[src/rtl/render_pkg.sv]
// Shared widths, FSM encoding and small helpers for the triangle setup stage.
package render_pkg;
   localparam int COORD_W   = 12;
   localparam int DEPTH_W   = 21;
   localparam int COLOR_W   = 24;
   localparam int COEF_AB_W = 13;
   localparam int COEF_C_W  = 25;
   localparam int AREA_W    = 27;

   typedef enum logic [2:0] {
      S_IDLE  = 3'd0,
      S_EDGE0 = 3'd1,
      S_EDGE1 = 3'd2,
      S_EDGE2 = 3'd3,
      S_FINAL = 3'd4,
      S_OUT   = 3'd5
   } state_t;

   function automatic logic [COORD_W-1:0] min3(input logic [COORD_W-1:0] p, q, r);
      logic [COORD_W-1:0] m;
      m = (p < q) ? p : q;
      return (m < r) ? m : r;
   endfunction

   function automatic logic [COORD_W-1:0] max3(input logic [COORD_W-1:0] p, q, r);
      logic [COORD_W-1:0] m;
      m = (p > q) ? p : q;
      return (m > r) ? m : r;
   endfunction
endpackage

[src/rtl/edge_coef_unit.sv]
// Edge equation coefficients for the directed edge from vertex j to vertex m.
module edge_coef_unit
   import render_pkg::*;
(
   input  logic [COORD_W-1:0]          xj,
   input  logic [COORD_W-1:0]          yj,
   input  logic [COORD_W-1:0]          xm,
   input  logic [COORD_W-1:0]          ym,
   output logic signed [COEF_AB_W-1:0] a,
   output logic signed [COEF_AB_W-1:0] b,
   output logic signed [COEF_C_W-1:0]  c
);
   logic [2*COORD_W-1:0] p_jm;
   logic [2*COORD_W-1:0] p_mj;

   assign p_jm = {{COORD_W{1'b0}}, xj} * {{COORD_W{1'b0}}, ym};
   assign p_mj = {{COORD_W{1'b0}}, xm} * {{COORD_W{1'b0}}, yj};

   assign a = $signed({1'b0, yj}) - $signed({1'b0, ym});
   assign b = $signed({1'b0, xm}) - $signed({1'b0, xj});
   assign c = $signed({1'b0, p_jm}) - $signed({1'b0, p_mj});
endmodule

[src/rtl/triangle_setup.sv]
// Triangle setup: edge coefficients, signed area, clamped bounding box and culling.
//
// state   | meaning
// S_IDLE  | waiting for a triangle, in_ready high
// S_EDGE0 | edge v1->v2 through the shared coefficient unit
// S_EDGE1 | edge v2->v3
// S_EDGE2 | edge v3->v1
// S_FINAL | area, bounding box, cull decision; results latched if kept
// S_OUT   | out_valid high, waiting for out_ready
module triangle_setup
   import render_pkg::*;
#(
   parameter int SCREEN_W      = 640,
   parameter int SCREEN_H      = 480,
   parameter int CULL_BACKFACE = 1
) (
   input  logic                        clk,
   input  logic                        srst,
   input  logic                        in_valid,
   output logic                        in_ready,
   input  logic [COORD_W-1:0]          x1,
   input  logic [COORD_W-1:0]          y1,
   input  logic [COORD_W-1:0]          x2,
   input  logic [COORD_W-1:0]          y2,
   input  logic [COORD_W-1:0]          x3,
   input  logic [COORD_W-1:0]          y3,
   input  logic [DEPTH_W-1:0]          depth1,
   input  logic [DEPTH_W-1:0]          depth2,
   input  logic [DEPTH_W-1:0]          depth3,
   input  logic [COLOR_W-1:0]          color1,
   input  logic [COLOR_W-1:0]          color2,
   input  logic [COLOR_W-1:0]          color3,
   output logic                        out_valid,
   input  logic                        out_ready,
   output logic signed [COEF_AB_W-1:0] a0,
   output logic signed [COEF_AB_W-1:0] a1,
   output logic signed [COEF_AB_W-1:0] a2,
   output logic signed [COEF_AB_W-1:0] b0,
   output logic signed [COEF_AB_W-1:0] b1,
   output logic signed [COEF_AB_W-1:0] b2,
   output logic signed [COEF_C_W-1:0]  c0,
   output logic signed [COEF_C_W-1:0]  c1,
   output logic signed [COEF_C_W-1:0]  c2,
   output logic signed [AREA_W-1:0]    area2,
   output logic [COORD_W-1:0]          bb_xmin,
   output logic [COORD_W-1:0]          bb_xmax,
   output logic [COORD_W-1:0]          bb_ymin,
   output logic [COORD_W-1:0]          bb_ymax,
   output logic [DEPTH_W-1:0]          depth1_o,
   output logic [DEPTH_W-1:0]          depth2_o,
   output logic [DEPTH_W-1:0]          depth3_o,
   output logic [COLOR_W-1:0]          color1_o,
   output logic [COLOR_W-1:0]          color2_o,
   output logic [COLOR_W-1:0]          color3_o,
   output logic [15:0]                 cull_cnt
);
   localparam logic [COORD_W-1:0] XMAX = COORD_W'(SCREEN_W - 1);
   localparam logic [COORD_W-1:0] YMAX = COORD_W'(SCREEN_H - 1);

   state_t state, state_nxt;

   logic [COORD_W-1:0]          vx [3];
   logic [COORD_W-1:0]          vy [3];
   logic [DEPTH_W-1:0]          vd [3];
   logic [COLOR_W-1:0]          vc [3];
   logic signed [COEF_AB_W-1:0] wa [3];
   logic signed [COEF_AB_W-1:0] wb [3];
   logic signed [COEF_C_W-1:0]  wc [3];

   logic [COORD_W-1:0]          ej_x, ej_y, em_x, em_y;
   logic signed [COEF_AB_W-1:0] ea, eb;
   logic signed [COEF_C_W-1:0]  ec;
   logic signed [AREA_W-1:0]    area_w;
   logic [COORD_W-1:0]          xmin_u, xmax_u, ymin_u, ymax_u;
   logic                        cull;

   assign in_ready  = (state == S_IDLE);
   assign out_valid = (state == S_OUT);

   always_comb begin
      ej_x = vx[0];
      ej_y = vy[0];
      em_x = vx[1];
      em_y = vy[1];
      case (state)
         S_EDGE1: begin ej_x = vx[1]; ej_y = vy[1]; em_x = vx[2]; em_y = vy[2]; end
         S_EDGE2: begin ej_x = vx[2]; ej_y = vy[2]; em_x = vx[0]; em_y = vy[0]; end
         default: ;
      endcase
   end

   edge_coef_unit u_edge (
      .xj (ej_x),
      .yj (ej_y),
      .xm (em_x),
      .ym (em_y),
      .a  (ea),
      .b  (eb),
      .c  (ec)
   );

   // Cull on the unclamped minimum so a fully off-screen triangle is dropped.
   always_comb begin
      area_w = {{2{wc[0][COEF_C_W-1]}}, wc[0]}
             + {{2{wc[1][COEF_C_W-1]}}, wc[1]}
             + {{2{wc[2][COEF_C_W-1]}}, wc[2]};
      xmin_u = min3(vx[0], vx[1], vx[2]);
      xmax_u = max3(vx[0], vx[1], vx[2]);
      ymin_u = min3(vy[0], vy[1], vy[2]);
      ymax_u = max3(vy[0], vy[1], vy[2]);
      cull   = (area_w == '0)
            || ((CULL_BACKFACE != 0) && area_w[AREA_W-1])
            || (xmin_u > XMAX)
            || (ymin_u > YMAX);
   end

   always_comb begin
      state_nxt = state;
      case (state)
         S_IDLE:  if (in_valid) state_nxt = S_EDGE0;
         S_EDGE0: state_nxt = S_EDGE1;
         S_EDGE1: state_nxt = S_EDGE2;
         S_EDGE2: state_nxt = S_FINAL;
         S_FINAL: state_nxt = cull ? S_IDLE : S_OUT;
         S_OUT:   if (out_ready) state_nxt = S_IDLE;
         default: state_nxt = S_IDLE;
      endcase
   end

   always_ff @(posedge clk) begin
      if (srst) state <= S_IDLE;
      else      state <= state_nxt;
   end

   always_ff @(posedge clk) begin
      if (srst) begin
         for (int i = 0; i < 3; i++) begin
            vx[i] <= '0; vy[i] <= '0; vd[i] <= '0; vc[i] <= '0;
            wa[i] <= '0; wb[i] <= '0; wc[i] <= '0;
         end
         a0 <= '0; a1 <= '0; a2 <= '0;
         b0 <= '0; b1 <= '0; b2 <= '0;
         c0 <= '0; c1 <= '0; c2 <= '0;
         area2    <= '0;
         bb_xmin  <= '0; bb_xmax <= '0; bb_ymin <= '0; bb_ymax <= '0;
         depth1_o <= '0; depth2_o <= '0; depth3_o <= '0;
         color1_o <= '0; color2_o <= '0; color3_o <= '0;
         cull_cnt <= '0;
      end else begin
         if (state == S_IDLE && in_valid) begin
            vx[0] <= x1; vy[0] <= y1; vd[0] <= depth1; vc[0] <= color1;
            vx[1] <= x2; vy[1] <= y2; vd[1] <= depth2; vc[1] <= color2;
            vx[2] <= x3; vy[2] <= y3; vd[2] <= depth3; vc[2] <= color3;
         end
         case (state)
            S_EDGE0: begin wa[0] <= ea; wb[0] <= eb; wc[0] <= ec; end
            S_EDGE1: begin wa[1] <= ea; wb[1] <= eb; wc[1] <= ec; end
            S_EDGE2: begin wa[2] <= ea; wb[2] <= eb; wc[2] <= ec; end
            S_FINAL: begin
               if (cull) begin
                  if (cull_cnt != 16'hFFFF) cull_cnt <= cull_cnt + 16'd1;
               end else begin
                  // Visible outputs change only when a kept triangle is latched.
                  a0 <= wa[0]; a1 <= wa[1]; a2 <= wa[2];
                  b0 <= wb[0]; b1 <= wb[1]; b2 <= wb[2];
                  c0 <= wc[0]; c1 <= wc[1]; c2 <= wc[2];
                  area2    <= area_w;
                  bb_xmin  <= xmin_u;
                  bb_ymin  <= ymin_u;
                  bb_xmax  <= (xmax_u > XMAX) ? XMAX : xmax_u;
                  bb_ymax  <= (ymax_u > YMAX) ? YMAX : ymax_u;
                  depth1_o <= vd[0]; depth2_o <= vd[1]; depth3_o <= vd[2];
                  color1_o <= vc[0]; color2_o <= vc[1]; color3_o <= vc[2];
               end
            end
            default: ;
         endcase
      end
   end
endmodule

[config.mk]
export PLATFORM = sky130hd
export DESIGN_NAME = triangle_setup
export DESIGN_NICKNAME = d
export VERILOG_FILES = /design/src/rtl/render_pkg.sv /design/src/rtl/edge_coef_unit.sv /design/src/rtl/triangle_setup.sv
export SDC_FILE = /design/constraint.sdc
export NUM_CORES = 2
export LEC_CHECK = 0
export ABC_AREA = 1
export ABC_CLOCK_PERIOD_IN_PS = 11530
export CORE_MARGIN = 2
export CORE_UTILIZATION = 56
export DETAILED_ROUTE_END_ITERATION = 10
export GPL_TIMING_DRIVEN = 0
export PLACE_DENSITY = 0.88
export SLEW_MARGIN = 20
export SYNTH_ARGS = -nofsm -noshare
export SYNTH_HDL_FRONTEND = slang
export SYNTH_SLANG_ARGS = --single-unit
[constraint.sdc]
create_clock -name clk -period 11.53 [get_ports clk]
set_input_delay 3.459 -clock clk [delete_from_list [all_inputs] [get_ports clk]]
set_output_delay 3.459 -clock clk [all_outputs]
set_load 0.02 [all_outputs]
==> impl_metrics.py <==
metrics = {
    "grt": {
        "grt_pass1_vias": 35150,
        "grt-ovfl-total": 0,
        "antenna_found_initial": 1,
        "grt_use_total_pct": 33.62,
        "grt_pass1_wl_um": 199200,
        "grt_max_degree": 58,
    },
    "floorplanning": {
        "die_height_um": 278.5,
        "io-pin-count": 592,
        "dieArea_um2": 77570,
        "row_count": 100,
        "coreArea_um2": 74570,
        "start_util_pct": 56.59,
        "die_width_um": 278.5,
    },
    "logic_synthesis": {
        "synthCells": 4806,
        "ys_types": 48,
        "yosysWarnings": 0,
        "synth_fp_nets": 5515,
        "synth_area_um2": 42200,
        "synth_seq_cells": 742,
        "avgSynthCellArea_um2": 8.781,
        "yosysSeqAreaShare_pct": 43.74,
    },
    "routing": {
        "via_per_inst": 5.480,
        "routed_wl_um": 133000,
        "route.detailed.drc": 0,
        "firstDrtPassIters": 6,
        "wire_per_inst_um": 20.42,
        "ant_nets": 0,
        "route.vias.total": 35690,
        "drt_iter0_drc": 3074,
    },
    "clocking": {
        "cts_tree": "done",
        "cts_setup_buffers": 0,
        "htreeDepth": 3,
        "clkTransAtPathRegs_ps": 60,
        "cts-resized-gates": 0,
        "clkSinkCount": 742,
        "cts.root.buffer_cell": "clkbuf_16",
        "cts_made_buffers": 76,
        "ctsHoldBuffers": 0,
        "clk-insertion-delay-late_ps": 650,
        "cts_buffer_depth": 3,
    },
    "sta": {
        "finalSetupViolCount": 0,
        "worstMarginPinSlew_ps": 1035,
        "relSlewSlack_pct": 30.98,
        "fin_setup_tns_ps": 0,
        "period_needed_ps": 9833,
        "grt_setup_unrepaired": "false",
        "finClkSkew_ps": 47.27,
        "slew_viol_final": 0,
        "fin_crit_sh_pct": 85.28,
        "fmax_mhz": 101.7,
        "hold_viol": 0,
    },
    "status": {
        "status": "completed",
    },
    "final_layout": {
        "seq_area_um2": 18460,
        "nNetsFinal": 6190,
        "area_growth_pct": 23.50,
        "multi_input_area_um2": 19830,
        "final_layout_size_suffix_gt1_share_pct": 4.511,
        "n_fill_cell": 5485,
    },
    "worst_setup_path": {
        "cpLargestDelayFamily": "adder cells",
        "required_ps": 11960,
        "cp_max_fo": 11,
        "crit_path_top_delay_cell": "clkbuf_1",
        "cp-end-kind": "register",
        "worstSetupPathType": "reg -> reg",
        "path_buf_inv": 9,
        "slowest_delay_ps": 640,
        "cp-start-kind": "register",
        "rrSetupSlack_ps": 1700,
        "critical_path_arrival_ps": 10260,
    },
    "place": {
        "place_congestion": 1.006,
        "dpl.hpwl_um": 104200,
        "io_buffers": 590,
    },
    "hold_path": {
        "hold_path_class": "reg -> reg",
    },
    "job": {
        "max_cap_violations": 0,
    },
}
## area by class of cell
cell class	instances	share of cell area, %
clock inverters	34	0.8378
inverters	782	5.637
flip-flops and latches	742	35.41
multi-input cells	3080	38.04
clock buffers	105	4.115
diodes	1	0.004801
repair buffers	597	11.66
well taps	969	2.326
plain buffers	202	1.966
## placed cells by master (no fill, tap or decap), types with 7 or more instances in the layout
master           instances
nor3_1                  23
inv_1                  767
nand2_1               1139
dfxtp_1                382
fa_1                   274
a22oi_1                 46
xor2_1                  26
nand3_1                 68
o21a_1                  53
clkdlybuf4s50_1        590
a21oi_2                  7
o21ai_0                126
ha_1                   224
edfxtp_1               360
or2_2                   16
clkbuf_1               137
clkbuf_16               79
nand4_1                 15
clkinv_2                11
nor2_1                 496
clkbuf_8                 7
buf_4                   12
buf_2                   48
a21oi_1                481
buf_6                   22
xnor2_1                 15
clkinv_1                17
## worst reg2reg max path, delay by kind of cell, from the launching register on
kind	cells	cell delay, ps
AO/OA/AOI/OAI	9	2090
buffers and inverters	9	1950
adder cells (fa/ha/maj)	8	3780
AND/OR/NAND/NOR	5	1400
flip-flops	1	400
## state kept, by name, indices dropped and copies added, names as in the netlist, 27 cells and up
signal / count
wc: 75
vc: 72
vd: 63
wa: 39
wb: 39
vx: 36
vy: 36
area2: 27
## synth_stat cells (all sizes together)
cell       n  share of area, %
a21o       5             0.089
inv      772               6.9
a21oi    488               5.8
o211ai     2             0.036
clkinv    10             0.089
nand3b     2             0.036
a211oi     5             0.089
nor3      24              0.28
o31ai      2             0.036
nand3     72              0.91
ha       224               6.6
fa       274                13
a31oi      4             0.059
nand4     15              0.22
or2       16              0.24
nand2   1149                10
a211o      1             0.021
nor2     499               4.5
dfxtp    382                18
o21ai    132               1.6
edfxtp   360                26
buf       84               1.4
o221ai     2             0.042
o221a      2             0.053
nor4       6             0.089
nor3b      1             0.018
clkbuf   118               1.0
o21bai     6              0.11
xnor2     15              0.31
a21boi     1             0.018
and2       6             0.089
o22ai      2             0.030
o21a      53              0.94
xor2      26              0.54
a22oi     46              0.82
## routing by layer
metal	GRT usage (%)	share of wire, %
met1	40.15	37
met2	57.09	49
met3	6.405	8.3
met4	19.12	6.2
met5	0	0
## per-stage QoR
step           worst slack [ps]  hold WS [ps]  instance area [um2]  utilization (%)  cells
2_1_floorplan              2247         475.1                42200                -   4806
3_3_place_gp             -636.8         427.7                49320            66.14   6365
3_5_place_dp               1950         438.7                49540            66.43   6372
4_1_cts                    1901         446.6                52120            69.89   6511
5_1_grt                    1108         465.3                52120            69.89   6512
6_report                   1697         445.0                52120            69.89   6512
## worst paths after layout
path                           startpoint                      end  depth (start not counted)
setup reg to reg    state[1]$_SDFFE_PP0P_      wc[0][23]$_DFFE_PP_                         31
hold reg to reg   bb_ymin[9]$_SDFFE_PP0P_  bb_ymin[9]$_SDFFE_PP0P_                          2
hold / removal    bb_ymin[9]$_SDFFE_PP0P_  bb_ymin[9]$_SDFFE_PP0P_                          2
setup / recovery    state[1]$_SDFFE_PP0P_      wc[0][23]$_DFFE_PP_                         31
## cells by family after synthesis
group                      count (synthesis)  share of synthesized area, %
xor gates and xnor gates                  41                        0.8509
buffers and inverters                    984                         9.390
and+or+nand+nor                         1790                         16.63
adders and majority gates                498                         19.64
DFF                                      742                         43.74
AOI/OAI and AO/OA                        751                         9.754
Power is not shown: default switching activity piles up to over one toggle a cycle in this logic, so the estimate is an artifact.
